**src/rtl/sled_pkg.sv**
```systemverilog
// Shared definitions for the serial LED chain driver: FSM states, default
// parameters and the frame-length helper.
package sled_pkg;

    typedef enum logic [1:0] {
        IDLE  = 2'd0,
        SHIFT = 2'd1,
        LATCH = 2'd2
    } state_t;

    localparam int DEF_WIDTH     = 16;
    localparam int DEF_CHAINS    = 2;
    localparam int DEF_CLK_DIV   = 4;
    localparam int DEF_MSB_FIRST = 1;

    // Cycles from the first SHIFT cycle to the end of the latch pulse.
    function automatic int frame_cycles(input int n_bits, input int clk_div);
        return (2 * n_bits + 1) * clk_div;
    endfunction

endpackage

```
**src/rtl/sled_clkgen.sv**
```systemverilog
// Phase counter for the serial clock: CLK_DIV cycles per half-period, with
// strobes marking the end of each half, the end of a bit and the cycle before a half ends.
module sled_clkgen #(
    parameter int CLK_DIV = 4
) (
    input  logic clk,
    input  logic rst_n,
    input  logic en_i,
    input  logic clr_i,
    output logic sclk_o,
    output logic half_end_o,
    output logic bit_end_o,
    output logic pre_end_o
);

    localparam int PW = (CLK_DIV > 1) ? $clog2(CLK_DIV) : 1;
    localparam logic [PW-1:0] PH_LAST = PW'(CLK_DIV - 1);
    localparam logic [PW-1:0] PH_PRE  = (CLK_DIV > 1) ? PW'(CLK_DIV - 2) : '0;

    logic [PW-1:0] phase_q, phase_d;
    logic          half_q, half_d;

    always_comb begin
        phase_d = phase_q;
        half_d  = half_q;
        if (clr_i) begin
            phase_d = '0;
            half_d  = 1'b0;
        end else if (en_i) begin
            if (phase_q == PH_LAST) begin
                phase_d = '0;
                half_d  = ~half_q;
            end else begin
                phase_d = phase_q + PW'(1);
            end
        end
    end

    always_ff @(posedge clk or negedge rst_n) begin
        if (!rst_n) begin
            phase_q <= '0;
            half_q  <= 1'b0;
        end else begin
            phase_q <= phase_d;
            half_q  <= half_d;
        end
    end

    // half_q is the registered serial clock itself: low half first, then high.
    assign sclk_o     = half_q;
    assign half_end_o = en_i && (phase_q == PH_LAST);
    assign bit_end_o  = half_end_o && half_q;
    assign pre_end_o  = en_i && (CLK_DIV > 1) && (phase_q == PH_PRE);

endmodule

```
**src/rtl/sled_chain.sv**
```systemverilog
// Serial driver for daisy-chained LED shift-register devices: shifts an N-bit
// pattern out on sout/sclk, then pulses slatch; one pattern can wait in a pending buffer.
module sled_chain
    import sled_pkg::*;
#(
    parameter int WIDTH     = DEF_WIDTH,
    parameter int CHAINS    = DEF_CHAINS,
    parameter int CLK_DIV   = DEF_CLK_DIV,
    parameter int MSB_FIRST = DEF_MSB_FIRST
) (
    input  logic                      clk,
    input  logic                      rst_n,
    input  logic [WIDTH*CHAINS-1:0]   data_in,
    input  logic                      load,
    output logic                      ready,
    output logic                      sout,
    output logic                      sclk,
    output logic                      slatch,
    output logic                      busy,
    output logic                      done
);

    localparam int N  = WIDTH * CHAINS;
    localparam int CW = $clog2(N + 1);

    state_t          state_q, state_d;
    logic [N-1:0]    sr_q, sr_d;
    logic [N-1:0]    pend_q, pend_d;
    logic            pend_vld_q, pend_vld_d;
    logic [CW-1:0]   cnt_q, cnt_d;
    logic            sout_q, slatch_q, busy_q, done_q, ready_q;
    logic            sout_d, slatch_d, busy_d, done_d, ready_d;
    logic            accept, gen_en, gen_clr;
    logic            sclk_w, half_end, bit_end, pre_end;

    function automatic logic first_bit(input logic [N-1:0] v);
        return (MSB_FIRST != 0) ? v[N-1] : v[0];
    endfunction

    assign accept  = load && ready_q;
    assign gen_en  = (state_q != IDLE);
    assign gen_clr = (state_q == IDLE) || ((state_q == LATCH) && half_end);

    sled_clkgen #(.CLK_DIV(CLK_DIV)) u_clkgen (
        .clk        (clk),
        .rst_n      (rst_n),
        .en_i       (gen_en),
        .clr_i      (gen_clr),
        .sclk_o     (sclk_w),
        .half_end_o (half_end),
        .bit_end_o  (bit_end),
        .pre_end_o  (pre_end)
    );

    always_comb begin
        state_d    = state_q;
        sr_d       = sr_q;
        pend_d     = pend_q;
        pend_vld_d = pend_vld_q;
        cnt_d      = cnt_q;
        case (state_q)
            IDLE: begin
                if (accept) begin
                    sr_d    = data_in;
                    cnt_d   = '0;
                    state_d = SHIFT;
                end
            end
            SHIFT: begin
                if (accept) begin
                    pend_d     = data_in;
                    pend_vld_d = 1'b1;
                end
                if (bit_end) begin
                    sr_d  = (MSB_FIRST != 0) ? (sr_q << 1) : (sr_q >> 1);
                    cnt_d = cnt_q + CW'(1);
                    if (cnt_q == CW'(N - 1)) state_d = LATCH;
                end
            end
            LATCH: begin
                if (half_end) begin
                    cnt_d = '0;
                    if (pend_vld_q) begin
                        sr_d       = pend_q;
                        pend_vld_d = 1'b0;
                        state_d    = SHIFT;
                    end else if (accept) begin
                        // A load landing on the final latch cycle goes straight into the shifter.
                        sr_d    = data_in;
                        state_d = SHIFT;
                    end else begin
                        state_d = IDLE;
                    end
                end else if (accept) begin
                    pend_d     = data_in;
                    pend_vld_d = 1'b1;
                end
            end
            default: state_d = IDLE;
        endcase

        ready_d  = !pend_vld_d && !(accept && (state_q != IDLE));
        sout_d   = (state_d == SHIFT) && first_bit(sr_d);
        slatch_d = (state_d == LATCH);
        busy_d   = (state_d != IDLE);
        done_d   = (state_d == LATCH) && ((CLK_DIV == 1) || ((state_q == LATCH) && pre_end));
    end

    always_ff @(posedge clk or negedge rst_n) begin
        if (!rst_n) begin
            state_q    <= IDLE;
            sr_q       <= '0;
            pend_q     <= '0;
            pend_vld_q <= 1'b0;
            cnt_q      <= '0;
            sout_q     <= 1'b0;
            slatch_q   <= 1'b0;
            busy_q     <= 1'b0;
            done_q     <= 1'b0;
            ready_q    <= 1'b1;
        end else begin
            state_q    <= state_d;
            sr_q       <= sr_d;
            pend_q     <= pend_d;
            pend_vld_q <= pend_vld_d;
            cnt_q      <= cnt_d;
            sout_q     <= sout_d;
            slatch_q   <= slatch_d;
            busy_q     <= busy_d;
            done_q     <= done_d;
            ready_q    <= ready_d;
        end
    end

    assign ready  = ready_q;
    assign sout   = sout_q;
    assign sclk   = sclk_w;
    assign slatch = slatch_q;
    assign busy   = busy_q;
    assign done   = done_q;

endmodule

```
**config.mk**
```make
export PLATFORM = sky130hd
export DESIGN_NAME = sled_chain
export DESIGN_NICKNAME = d
export VERILOG_FILES = /design/src/rtl/sled_pkg.sv /design/src/rtl/sled_clkgen.sv /design/src/rtl/sled_chain.sv
export SDC_FILE = /design/constraint.sdc
export NUM_CORES = 1
export LEC_CHECK = 0
export ABC_CLOCK_PERIOD_IN_PS = 2500
export CELL_PAD_IN_SITES_DETAIL_PLACEMENT = 1
export CELL_PAD_IN_SITES_GLOBAL_PLACEMENT = 1
export CORE_MARGIN = 3
export CORE_UTILIZATION = 46
export DETAILED_ROUTE_END_ITERATION = 6
export GPL_ROUTABILITY_DRIVEN = 0
export PLACE_DENSITY_LB_ADDON = 0.1
export SKIP_CTS_REPAIR_TIMING = 1
export SYNTH_ARGS = -nofsm -noshare
export SYNTH_HDL_FRONTEND = slang
export SYNTH_SLANG_ARGS = --single-unit
```
**constraint.sdc**
```tcl
create_clock -name clk -period 2.5 [get_ports clk]
set_input_delay 0.5 -clock clk [delete_from_list [all_inputs] [get_ports clk]]
set_output_delay 0.5 -clock clk [all_outputs]
set_load 0.005 [all_outputs]
```
After elaboration in Yosys (flattened, before gate mapping)
Cells that the tools add are included.

storage, ports and cells
  output and inout bits = 6
  input port bits = 35
  bits in registers = 81
  word-level logic and storage cells = 79

operators by class
  add/subtract/negate cells = 2
  multiplexer cells = 28
  reduce and logical (&&, ||, !) cells = 24
  equal/unequal tests = 11
  bitwise gates (word level) = 1

operators by type and width
  kind                 number
  $mux 32              6
  $pmux 32 s3          1
  $pmux 32 s2          1
  $mux 6               3
  $pmux 6 s3           1
  $mux 2               7
  $logic_and 1x1->1    10
  $reduce_bool 2->1    5
  $eq 2x2->1 const B   4
  $ne 2x2->1 const B   4
  $mux 1               7
  $add 6x1->6 const B  1
  $eq 6x5->1 const B   1
  $pmux 2 s3           1
  $eq 2x1->1 const B   2
  $reduce_and 2->1     2
  $reduce_and 4->1     1
  $reduce_and 3->1     1
  $reduce_bool 3->1    1
  $add 2x1->2 const B  1
  $logic_not 1->1      2
  $logic_not 2->1      1
  $pmux 1 s2           1
  $logic_or 1x1->1     1
  $not 1->1            1

Depth between registers and ports, before layout
Gate-level depths: netlist (run 1).

  depth after elaboration = 7
  mapped depth = 9
  gate-level depth less buffers = 6

Modules after synthesis
From an unflattened synthesis (run 1), not the netlist that was laid out.

second synthesis, totals
  cells, all modules = 355
  area, all modules = 4051.4 µm²

by module, submodules not included
  module       area an instance (µm²)  cells each  instances
  sled_chain   3870.0                  338         1
  sled_clkgen  181.4                   17          1

Worst setup path before layout (run 1)
OpenSTA, ideal clock, no wires.

  path kind = register to register
  from = register state_q[0]
  to = register pend_q[14]
  data required time = 2.375 ns
  setup time = 0.125 ns
  path buffers = 2
  path slack = 0.594 ns
  arrival time = 1.782 ns
  cell stages (with the launch flop) = 8
  path through = dfrtp_1 > inv_1 > ha_1 > buf_2 > nor2_1 > a311oi_4 > buf_6 > mux2_2

on the way
  longest elaborated chain between the ends = 4
  elaborated cells on any way between the ends = 8

RTL lines
  item                        RTL line           source
  start: declaration          sled_chain.sv:26   state_t state_q, state_d;
  start signal: assignment    sled_chain.sv:122  state_q <= state_d;
  $reduce_bool 2->1           sled_chain.sv:41   assign gen_en = (state_q != IDLE);
  $logic_and 1x1->1           sled_clkgen.sv:51  assign half_end_o = en_i && (phase_q == PH_LAST);
  $ne 2x2->1 (no line)        -
  $reduce_and 2->1 (no line)  -
  end signal: assignment      sled_chain.sv:124  pend_q <= pend_d;
  end: declaration            sled_chain.sv:28   logic [N-1:0] pend_q, pend_d;

Several ways; a longest one is shown, not always the timed one.
A chain may end at the register's enable or synchronous reset.

Final worst setup path (run 1)
  from = register state_q[1]
  to = register sout_q (netlist: sout)

on the way
  longest elaborated chain between the ends = 7
  elaborated cells on any way between the ends = 16

RTL lines
  item                    RTL line           source
  $reduce_bool 2->1       sled_chain.sv:41
  $logic_and 1x1->1       sled_clkgen.sv:51
  $logic_and 1x1->1       sled_clkgen.sv:52  assign bit_end_o = half_end_o && half_q;
  $mux 2                  sled_chain.sv:74   if (bit_end) begin
  $pmux 2 s3              sled_chain.sv:61   case (state_q)
  $eq 2x1->1              sled_chain.sv:103  sout_d = (state_d == SHIFT) && first_bit(sr_d);
  $logic_and 1x1->1 (*)   sled_chain.sv:103
  via sout_d              sled_chain.sv:32   logic sout_d, slatch_d, busy_d, done_d, ready_d;
  end signal: assignment  sled_chain.sv:127  sout_q <= sout_d;
  end: declaration        sled_chain.sv:31   logic sout_q, slatch_q, busy_q, done_q, ready_q;

Mark *: on every way through the listed nets, which the timed path passes. The rest lies on a longest branch. The select of a mux whose other input is x is not followed.

==> results of run 1 <==
## per-stage QoR
stage	worst slack [ns]	hold slack (ns)	instance area, um^2	utilization
final	0.259	0.0805	4940	0.562
after global routing	0.141	0.0917	4940	0.562
after CTS	0.109	0.0809	4940	0.561
after detailed placement	0.151	0.475	4730	0.537
after global placement	0.190	0.452	4730	0.537
after floorplan	0.594	0.204	4200	-
## kinds of logic (layout without fill, tap and decap cells)
group / count (synthesis) / count (layout) / synth area share
AO/OA/AOI/OAI: 123 / 123 / 0.217
adder cells (fa/ha/maj): 8 / 8 / 0.0238
buffers and inverters: 34 / 73 / 0.0456
flip-flops: 81 / 81 / 0.483
multiplexers: 65 / 65 / 0.166
AND/OR/NAND/NOR: 45 / 45 / 0.0655
## final cells by class
type                    count  area (um^2)
clock buffers              10          138
repair buffers             51          556
well taps                 108          135
multi-input cells         241         1990
clock inverters             6         73.8
fillers                   907         3860
flip-flops and latches     81         2030
inverters                   6         22.5
## where the power goes
part / switching (W) / internal (W) / total, W
sequential: 0.000456 / 0.00193 / 0.00238
combinational: 0.00111 / 0.00114 / 0.00225
clock: 0.000552 / 0.000503 / 0.00105
## cell usage in the layout, fill, tap and decap left out, types with 5 or more instances in the layout
| cell type | instances |
|---|---|
| a22o_1 | 31 |
| clkbuf_8 | 10 |
| mux2_2 | 30 |
| o21ai_1 | 16 |
| a22oi_1 | 30 |
| ha_1 | 7 |
| o31ai_1 | 5 |
| nand2_1 | 6 |
| mux2i_1 | 32 |
| o21ai_0 | 19 |
| inv_1 | 6 |
| buf_4 | 6 |
| a21oi_1 | 7 |
| clkdlybuf4s50_1 | 39 |
| nor2_1 | 7 |
| dfrtp_1 | 80 |
| buf_12 | 6 |
## registers in the layout, summed over array words and instances (netlist names)
name              cells
cnt_q                 6
pend_q               32
slatch                1
done                  1
busy                  1
u_clkgen.sclk_o       1
ready                 1
sr_q                 32
sout                  1
state_q               2
pend_vld_q            1
u_clkgen.phase_q      2
## synthesized netlist by cell type (2+ instances only)
| cell type | number | area [um^2] |
|---|---|---|
| buf_2 | 15 | 75.1 |
| nand3_1 | 3 | 15.0 |
| o21ai_0 | 19 | 95.1 |
| a22o_1 | 31 | 272 |
| o211ai_1 | 2 | 15.0 |
| and2_1 | 4 | 25.0 |
| mux2_1 | 2 | 22.5 |
| and4b_1 | 2 | 20.0 |
| buf_4 | 4 | 30.0 |
| nand3b_1 | 4 | 30.0 |
| nor2b_1 | 3 | 18.8 |
| nand2b_1 | 4 | 25.0 |
| nor2_1 | 7 | 26.3 |
| o21ai_1 | 16 | 80.1 |
| o31ai_1 | 5 | 37.5 |
| inv_1 | 6 | 22.5 |
| buf_6 | 4 | 45.0 |
| mux2i_1 | 32 | 320 |
| a21oi_1 | 7 | 35.0 |
| nand2_1 | 6 | 22.5 |
| nor3_1 | 3 | 15.0 |
| mux2_2 | 30 | 338 |
| clkbuf_1 | 5 | 18.8 |
| ha_1 | 8 | 100 |
| a31oi_1 | 2 | 12.5 |
| dfrtp_1 | 80 | 2000 |
| a22oi_1 | 30 | 225 |
## worst paths after layout
check,endpoint,slack (ns),cells after the start
worst max-delay path,sout$_DFF_PN0_,0.26,6
worst min-delay path,pend_q[13]$_DFFE_PN0P_,0.08,1
worst max register to register,sout$_DFF_PN0_,0.26,6
worst min register to register,u_clkgen.phase_q[0]$_DFFE_PN0P_,0.48,1
max in group asynchronous,ready$_DFF_PN1_,1.75,2
min in group clk,u_clkgen.phase_q[0]$_DFFE_PN0P_,0.48,1
## critical path: stages, from the launching register on
cell and delay (ns):
dfrtp_1 0.45, inv_1 0.13, ha_2 0.35, and4b_1 0.23, buf_4 0.36, a221oi_1 0.18
a2111oi_1 0.40
## metal layers
layer,routed length (um),GRT usage,vias up,part of all wire
met4,95,0.0532,0,0.0095
met5,0,0,-,0
met1,4770,0.285,1578,0.48
met3,352,0.0461,10,0.035
met2,4780,0.336,51,0.48
li1,-,-,1416,-
==> flow_summary.toml, run 1 <==
[status]
status = "completed"

[global_routing]
grt_start_max_net_pins = 48
grt_util_all_layers = 0.208
grt_pass1_wl_mm = 16.8
overflow = 0
antenna_found_initial = 0
first_global_vias = 3277

[synthesis]
synth.distinct_cells = 49
synth-edff-count = 0
synth_area_um2 = 4200
syn_nets = 399
avgSynthCellArea_um2 = 11.8
ys_ff_latch = 81
synth_flop_cell = "dfrtp_1"
netlist_instances = 356
async_flop_share = 1.00
yosysWarnings = 0
ys_seq_area_frac = 0.483

[worst_hold_path]
hold_class = "in2async"

[clocking]
cts_made_buffers = 9
clockBufferDepth = 2
clock_latency_ns = 0.37
clk_pin_slew_ns = 0.10
cts-htree-levels = 3
cts_tree = "yes"
cts_sinks = 81
cts_root_buffer = "clkbuf_8"

[floorplan]
start_util = 0.477
fp.dieArea_um2 = 10300
dieWidth_um = 102
die_y_um = 102
core-area_um2 = 8810
fp-row-count = 34
io_pins = 41

[sta]
drv_slew = 0
worstMarginPinSlew_ns = 0.472
tns_ns = 0
setup_viol = 0
finalClockSkew_ns = 0.0105
clock.fmax_ghz = 0.446
rsz0062_at_grt = "false"
hold_viol = 0
slew_headroom = 0.685
finalCriticalPeriod_ns = 2.24
finalCritPeriodShare = 0.896

[worst_setup_path]
startpoint_type = "register"
path_class = "reg2reg"
critPathLaunch = "state_q[1]$_DFF_PN0_"
r2r-start = "state_q[1]$_DFF_PN0_"
worstPathMaxFanout = 31
end_kind = "register"
worstPathRequired_ns = 2.74
arrival_ns = 2.48

[placement]
portBuffers = 40
place_hpwl_mm = 6.18
dp.cells = 487

[pwr]
power_density_nw_per_um2 = 1150
ir_drop_mv = 0.560
p_leak_nw = 2.03
total_power_w = 0.00569

[drt]
drt_iter0_markers = 115
routedWlPerCell_um = 19.9
detail_route.vias_per_cell = 6.07
drc_errors = 0
drt_pre_antenna_iters = 4
vias = 3055
ant_nets = 0
routed_wl_mm = 10.0

[final_layout]
fin_nets = 433
syn2layout_area_growth_pct = 17.7
fin_cells = 503
drive_above_1_share = 0.177
n_antenna_cell = 0

[flow_run]
maxCapViolCount = 0
Power figures use the tool's default switching activity.
==> inputs of run 2 (changes only) <==
--- a/config.mk
+++ b/config.mk
@@ -8,7 +8,6 @@
 export ABC_CLOCK_PERIOD_IN_PS = 2500
 export CELL_PAD_IN_SITES_DETAIL_PLACEMENT = 1
 export CELL_PAD_IN_SITES_GLOBAL_PLACEMENT = 1
-export CORE_MARGIN = 3
 export CORE_UTILIZATION = 46
 export DETAILED_ROUTE_END_ITERATION = 6
 export GPL_ROUTABILITY_DRIVEN = 0
==> run 2 against run 1 <==
Compared with the run above:
- combinational power about the same
- worst setup slack got worse by 0.048 ns
- fmax decreased by 2.1%
- final cell count decreased by 0.20%
- power decreased by 1.6%
- final area decreased by 0.35%
- critical path type unchanged
- register-to-register slack got worse by 0.05 ns
- core utilization increased by 0.073 points
- critical path depth unchanged
- non-clock buffer count decreased by 1
- clock-buffer cell count increased by 3
- highest routed layer unchanged
- hold slack improved by 0.052 ns
==> flow_summary.toml, run 2 (synthesized netlist as in run 1, its figures left out) <==
[sta]
worstMarginPinSlew_ns = 0.556
setup_viol = 0
finalClockSkew_ns = 0.0136
slew_headroom = 0.629
drv_slew = 0
finalCriticalPeriod_ns = 2.29
whs_ns = 0.133
hold_viol = 0
rsz0062_at_grt = "false"
clock.fmax_ghz = 0.437
layout_setup_ws_ns = 0.211
tns_ns = 0
finalCritPeriodShare = 0.916

[floorplan]
dieWidth_um = 97.6
io_pins = 41
start_util = 0.479
fp.dieArea_um2 = 9520
fp-row-count = 34
die_y_um = 97.6
core-area_um2 = 8760

[placement]
dpl-instance-area_um2 = 4740
place_hpwl_mm = 6.24
dp_slack_ns = 0.179
portBuffers = 40

[drt]
vias = 3032
drc_errors = 0
detail_route.vias_per_cell = 6.04
routedWlPerCell_um = 19.8
routed_wl_mm = 9.93
drt_pre_antenna_iters = 4
ant_nets = 0
drt_iter0_markers = 102

[worst_hold_path]
hold_class = "in2async"

[worst_setup_path]
arrival_ns = 2.52
startpoint_type = "register"
end_kind = "register"
worstPathMaxFanout = 32
path_class = "reg2reg"
worstPathRequired_ns = 2.73

[pwr]
power_density_nw_per_um2 = 1140
total_power_w = 0.00560
p_leak_nw = 2.02
ir_drop_mv = 0.575

[global_routing]
grt_pass1_wl_mm = 16.9
grt_util_all_layers = 0.224
antenna_found_initial = 0
grt_start_max_net_pins = 43
overflow = 0
first_global_vias = 3290

[clocking]
clk_pin_slew_ns = 0.09
clockBufferDepth = 2
clock_latency_ns = 0.36
cts_made_buffers = 9
cts-htree-levels = 3
cts_tree = "yes"
cts_sinks = 81
cts_root_buffer = "clkbuf_8"

[final_layout]
largest_registers = "pend_q x32, sr_q x32, cnt_q x6"
drive_above_1_share = 0.165
n_antenna_cell = 0
fin_nets = 432
mostFrequentLayoutCells = "dfrtp_1, clkdlybuf4s50_1, mux2i_1"
finalInstanceArea_um2 = 4930
syn2layout_area_growth_pct = 17.3
final_common_cell = "dfrtp_1"

[status]
status = "completed"

[flow_run]
maxCapViolCount = 0
## run 2: metrics by stage
step	cells	util
floorplan	356	-
detailed placement	486	0.540
finish	502	0.562
global placement	486	0.540
global route	502	0.562
CTS	502	0.562
## run 2: routing by layer
layer  vias to the layer above  share of wire  track usage
li1                       1416              -            -
met5                         -              0            0
met3                         8          0.036       0.0511
met1                      1556           0.48        0.306
met4                         0         0.0091       0.0475
met2                        52           0.48        0.364
## run 2: worst max-delay path, cell delays in order (launching register included)
cell	delay [ns]
dfrtp_1	0.43
inv_1	0.12
ha_1	0.44
inv_1	0.24
a311oi_4	0.30
buf_12	0.26
mux2_2	0.36
## run 2: final cells by class
class	count	area [um^2]
repair buffers	50	561
fillers	904	3840
clock inverters	3	42.5
clock buffers	13	149
multi-input cells	241	1990
flip-flops and latches	81	2030
inverters	6	22.5
well taps	108	135
## run 2: where the power goes
group          leakage [nW]  switching, W  total [W]  internal [W]
Clock                0.0936      0.000473   0.000962      0.000489
Sequential             1.03      0.000455    0.00238       0.00193
Combinational         0.899       0.00113    0.00225       0.00112
Total                  2.02       0.00205    0.00560       0.00354
## run 2: path summary, 6_finish.rpt
kind                                                       from                              end  slack, ns  cells after the start
min in group clk                u_clkgen.phase_q[0]$_DFFE_PN0P_  u_clkgen.phase_q[0]$_DFFE_PN0P_       0.47                      1
max in group asynchronous                                 rst_n                  ready$_DFF_PN1_       1.70                      2
worst min register to register  u_clkgen.phase_q[0]$_DFFE_PN0P_  u_clkgen.phase_q[0]$_DFFE_PN0P_       0.47                      1
worst min-delay path                                      rst_n             sr_q[15]$_DFFE_PN0P_       0.13                      1
worst max register to register             state_q[1]$_DFF_PN0_           pend_q[11]$_DFFE_PN0P_       0.21                      6
worst max-delay path                       state_q[1]$_DFF_PN0_           pend_q[11]$_DFFE_PN0P_       0.21                      6
